$ cat src/rtl/sprite_blitter.sv
// Sprite blitter: maps the beam position onto a ROM-resident, optionally scaled, mirrored
// and animated sprite, producing a palette index two pixel clocks later.
module sprite_blitter #(
  parameter int SPR_W      = 50,
  parameter int SPR_H      = 50,
  parameter int SCALE_SH   = 0,
  parameter int FRAMES     = 4,
  parameter int IDX_W      = 4,
  parameter int TRANSP_IDX = 0,
  parameter int ANIM_DIV   = 8,
  localparam int FW = (FRAMES > 1) ? $clog2(FRAMES) : 1,
  localparam int AW = $clog2(SPR_W * SPR_H * FRAMES)
) (
  input  logic             vga_clk,
  input  logic             reset_n,
  input  logic [9:0]       DrawX,
  input  logic [9:0]       DrawY,
  input  logic             blank,
  input  logic             frame_start,
  input  logic [9:0]       pos_x,
  input  logic [9:0]       pos_y,
  input  logic             flip_h,
  input  logic             anim_en,
  input  logic [FW-1:0]    frame_sel,
  output logic [AW-1:0]    rom_addr,
  input  logic [IDX_W-1:0] rom_q,
  output logic [IDX_W-1:0] pix_idx,
  output logic             pix_opaque,
  output logic [FW-1:0]    cur_frame
);

  localparam int CW = (ANIM_DIV > 1) ? $clog2(ANIM_DIV) : 1;

  logic [9:0]       sx_q, sy_q;
  logic             fl_q;
  logic [CW-1:0]    anim_cnt_q, anim_cnt_d;
  logic [FW-1:0]    cur_frame_q, cur_frame_d;
  logic [AW-1:0]    rom_addr_q, rom_addr_d;
  logic             hit_d_q, blank_d_q;
  logic [IDX_W-1:0] pix_idx_q;
  logic             pix_opaque_q;

  logic [10:0] lx, ly, u, v;
  logic        hit;
  logic [31:0] addr_full;

  // Offsets are taken modulo 2^11, so a beam left of/above the sprite yields a huge lx/ly;
  // the explicit >= terms keep that from aliasing into a hit.
  always_comb begin
    lx  = {1'b0, DrawX} - {1'b0, sx_q};
    ly  = {1'b0, DrawY} - {1'b0, sy_q};
    hit = (DrawX >= sx_q) && (DrawY >= sy_q) &&
          ({21'd0, lx} < 32'(SPR_W << SCALE_SH)) &&
          ({21'd0, ly} < 32'(SPR_H << SCALE_SH));
    u = lx >> SCALE_SH;
    v = ly >> SCALE_SH;
    if (fl_q) u = 11'(SPR_W - 1) - u;
    addr_full  = 32'(cur_frame_q) * 32'(SPR_W * SPR_H) + 32'(v) * 32'(SPR_W) + 32'(u);
    rom_addr_d = hit ? AW'(addr_full) : '0;
  end

  always_comb begin
    anim_cnt_d  = anim_cnt_q;
    cur_frame_d = cur_frame_q;
    if (frame_start) begin
      if (anim_en) begin
        if (32'(anim_cnt_q) == 32'(ANIM_DIV - 1)) begin
          anim_cnt_d  = '0;
          cur_frame_d = (32'(cur_frame_q) == 32'(FRAMES - 1)) ? '0 : cur_frame_q + FW'(1);
        end else begin
          anim_cnt_d = anim_cnt_q + CW'(1);
        end
      end else begin
        anim_cnt_d  = '0;
        cur_frame_d = (32'(frame_sel) >= 32'(FRAMES)) ? '0 : frame_sel;
      end
    end
  end

  // NOTE: every stage, pipeline included, is cleared by the async reset so pix_opaque drops the
  // moment reset_n falls; state is written with <= so all stages sample pre-edge values together.
  always_ff @(posedge vga_clk or negedge reset_n) begin
    if (!reset_n) begin
      sx_q         <= '0;
      sy_q         <= '0;
      fl_q         <= 1'b0;
      anim_cnt_q   <= '0;
      cur_frame_q  <= '0;
      rom_addr_q   <= '0;
      hit_d_q      <= 1'b0;
      blank_d_q    <= 1'b0;
      pix_idx_q    <= '0;
      pix_opaque_q <= 1'b0;
    end else begin
      if (frame_start) begin
        sx_q <= pos_x;
        sy_q <= pos_y;
        fl_q <= flip_h;
      end
      anim_cnt_q   <= anim_cnt_d;
      cur_frame_q  <= cur_frame_d;
      rom_addr_q   <= rom_addr_d;
      hit_d_q      <= hit;
      blank_d_q    <= blank;
      pix_idx_q    <= rom_q;
      pix_opaque_q <= hit_d_q && blank_d_q && (32'(rom_q) != 32'(TRANSP_IDX));
    end
  end

  assign rom_addr   = rom_addr_q;
  assign pix_idx    = pix_idx_q;
  assign pix_opaque = pix_opaque_q;
  assign cur_frame  = cur_frame_q;

endmodule

$ cat config.mk
export PLATFORM = sky130hd
export DESIGN_NAME = sprite_blitter
export DESIGN_NICKNAME = d
export VERILOG_FILES = /design/src/rtl/sprite_blitter.sv
export SDC_FILE = /design/constraint.sdc
export NUM_CORES = 1
export LEC_CHECK = 0
export ABC_AREA = 1
export CORE_ASPECT_RATIO = 1.4
export CORE_MARGIN = 5
export CORE_UTILIZATION = 45
export CTS_CLUSTER_DIAMETER = 150
export DETAILED_ROUTE_END_ITERATION = 8
export GPL_ROUTABILITY_DRIVEN = 0
export PLACE_DENSITY = 0.68
export SYNTH_ARGS = -nofsm -noshare
export SYNTH_HDL_FRONTEND = slang
export SYNTH_SLANG_ARGS = --single-unit
$ cat constraint.sdc
create_clock -name vga_clk -period 6.4 [get_ports vga_clk]
set_input_delay 1.28 -clock vga_clk [delete_from_list [all_inputs] [get_ports vga_clk]]
set_output_delay 1.28 -clock vga_clk [all_outputs]
set_load 0.03 [all_outputs]
==> results list <==
- For this run, the slowest stage of the critical path takes 0.48 ns.
- Final hold violations: 0
* Final worst hold slack: 0.478 ns
- Clock tree from TritonCTS: yes
* Cell-by-cell trace of the critical path: clkdlybuf4s50_1, ha_1, or2_2, and2_1, xor2_1, ha_1, ha_1, ha_1, xnor2_1, ha_1, a21oi_2, nand2_1, a21o_1, a21oi_2, xor2_1, fa_1, inv_1, ha_1, nand2_1, nor3_2, nand3_1, o2111ai_1, xor2_1, nor2_2
- Top layer used by detailed routing: met4
* Slowest library cell on the worst path: fa_1
- FFs w/ async S/R, synth: 1.00
- Most frequent cell on the critical path: ha_1
* Max Buffers Root-to-Sink: 2
* Critical path capture point type: register
* Final worst path period need: 6.22 ns
* Flip-flop cell with the highest count after synthesis: dfrtp_1
* Detailed Route WL: 10,500 um
* Most common library cell in the layout ignoring fill and taps: nand2_1
- Worst hold path type: register to register
- For the pin with the worst max-slew slack, the measured transition is 1.03 ns.
* Worst endpoint required time: 6.58 ns
- Fill cell count: 939
- Number of enable-type register cells in the synthesized netlist: 0
- The tree built by TritonCTS fans out to 47 sinks.
- Kind of cell adding the most delay to the critical path: adder cells
* Share of the synthesized area in the top cell type: 0.246
- Reg2reg start: sy_q[2]$_DFFE_PN0P_
* Clk Latency, worst-skew pair: 0.30 ns
- Clock buffer count from CTS: 5
- Number of setup violations in the final report: 0
- Horiz. Die Dim: 97.2 um
* Worst setup margin: 0.179 ns
* Detail-routed net length per standard cell: 12.1 um
- Max-cap violation count: 0
- After synthesis, the netlist uses 40 different library cells.
* R2r endpoint: rom_addr[12]$_DFF_PN0_
- The critical path in this run is classified as primary input to register.
* Total of flip-flops plus latches after synthesis: 47
- Cell accounting for the most synthesized area: dfrtp_1
- Worst EP arrival: 6.40 ns
* Highest net fanout along the worst path: 3
- Clock-pin slew was measured on the worst setup and hold paths at 0.07 ns.
* Final number of max-transition violations: 0
- Number of global-route vias before repair: 4,225
- For this block, wires on met1 add up to 4240 um.
- Detailed placement finished with a half-perimeter wire length of 8860 um.
- Synth-to-Final Area Change: 26.5%
* Warning count from the yosys run: 0
- Post-Syn Nets: 779
- Total DRC errors in the routed layout: 0
- Post-synthesis instance area: 4790 sq um
* Die area: 12,800 sq um
- Buffers inserted during post-CTS setup optimization: 0
- The die is 132 um tall.
- For this block, the via count after detailed routing is 4,121.
* DRC violation total after the first TritonRoute iteration: 193
- During placement, the flow inserted port buffers numbering 72.
- FF-to-FF setup slack: 1.22 ns
* Number of cells produced by synthesis: 636
- Antenna-violating nets left: 0
- For this configuration, the core starts out at a cell density of 0.460.
- Top library cells by usage in the layout, fill and taps aside: nand2_1 (140), inv_1 (132), ha_1 (71), clkdlybuf4s50_1 (71), dfrtp_1 (47)
* Slew margin rel.: 0.312
- Pre-CTS setup slack: -0.108 ns
- The pre-antenna-repair detailed-routing pass consisted of 4 iterations.
- The routed design uses 5490 um of met2 wire.
* Number of I/O pins: 73
- The critical path runs through a total of 24 cells.
* Depth of the worst register-to-register path: 24
- Pin count of the biggest net entering global routing: 48
- Worst setup startpoint: DrawY[2]
- The total overflow left after global routing is 0.
* Fmax: 161 MHz
- Post-synthesis average cell area: 7.53 sq um
- Core area: 10,400 sq um
- Global-route total usage across every layer: 0.168
- Global-route wire length before repair: 18,100 um
* Leading post-synthesis cells by cell area: dfrtp_1 (25%), ha_1 (20%), nand2_1 (11%)
- Antenna fix cells: 0
* RSZ-0062 raised after global routing: yes
- Count of standard-cell rows: 44
- In this run the number of H-tree levels came out at 2.
- Initial antenna violation count: 0
- Dividing the final minimum period by the clock period gives 0.972.
- In the routed layout, each cell is associated on average with a via count of 4.76.
- CTS Root Buffer Type: clkbuf_16
* Worst Setup Start Kind: primary input
- Combined buffer and inverter count along the critical path: 2
* Result of the run: complete, no violations
* Share of the yosys chip area belonging to registers: 0.246
- Post-layout net count: 869
* Worst clock skew: 0.00653 ns
* Met3 Routed Length: 374 um
* Capturing element of the worst setup path: rom_addr[12]$_DFF_PN0_
- In the final layout, the share of cells above drive strength 1 is 0.109.
[area by class of cell]
class                   count  area (sq um)  area share
multi-input cells         446          3170       0.524
flip-flops and latches     47          1180       0.194
inverters                 135           507      0.0836
repair buffers             91           858       0.142
clock inverters             3          46.3     0.00764
well taps                 138           173      0.0285
clock buffers               5           125      0.0207
[state kept, by name (all words and copies together) (netlist names)]
name	count
rom_addr	14
sx_q	10
sy_q	10
pix_idx	4
anim_cnt_q	3
cur_frame	2
blank_d_q	1
fl_q	1
hit_d_q	1
pix_opaque	1
[stage by stage]
step           setup TNS, ns  std cells   util  instance area [sq um]
3_3_place_gp         -0.0230        857  0.556                   5780
6_report                   0        865  0.582                   6060
5_1_grt              -0.0731        865  0.582                   6060
2_1_floorplan              0        636      -                   4790
3_5_place_dp          -0.269        857  0.556                   5780
4_1_cts                    0        865  0.572                   5950
[per-layer routing]
metal,GRT usage,vias up
met1,0.193,1846
met5,0,-
met3,0.0286,22
li1,-,2165
met2,0.302,88
met4,0.0773,0
[worst min-delay path by stage]
stage	from	end	slack, ns	depth (start not counted)
global placement	sx_q[0]$_DFFE_PN0P_	sx_q[0]$_DFFE_PN0P_	0.46	2
detailed placement	blank_d_q$_DFF_PN0_	pix_opaque$_DFF_PN0_	0.47	2
finish	blank_d_q$_DFF_PN0_	pix_opaque$_DFF_PN0_	0.48	2
global route	blank_d_q$_DFF_PN0_	pix_opaque$_DFF_PN0_	0.51	2
CTS	blank_d_q$_DFF_PN0_	pix_opaque$_DFF_PN0_	0.48	2
floorplan	sx_q[0]$_DFFE_PN0P_	sx_q[0]$_DFFE_PN0P_	0.45	2
[tightest hold or removal path, cell delays in order (launching register included)]
cell and delay, ns:
dfrtp_1 0.36, nand2_1 0.05, nor2_1 0.04
[kinds of logic (layout without fill, tap and decap cells)]
kind of cell               Yosys count  in the layout  synth area share
and+or+nand+nor                    255            255             0.242
buffers and inverters              143            234             0.114
adders and majority gates           91             91             0.261
AOI/OAI and AO/OA                   69             69            0.0789
DFF                                 47             47             0.246
xor gates and xnor gates            30             30            0.0564
muxes                                1              1           0.00209
[cells in the mapped netlist (6+ instances only)]
master      n
a21oi_1    29
clkbuf_1    6
dfrtp_1    47
fa_1       15
ha_1       76
inv_1     132
nand2_1   140
nand2_2    12
nand3_1    37
nor2_1     27
nor2_2     12
o21ai_0    27
xnor2_1     9
xor2_1     20
[timing repair]
item                                    4_1_cts  5_1_grt
endpoints found under the setup margin        0        3
resized for setup                             0       17
hold buffers                                  0        0
Power is left out: the tool's default activity adds up to more than one toggle a clock period on the data nets, which glitch-free logic cannot reach.
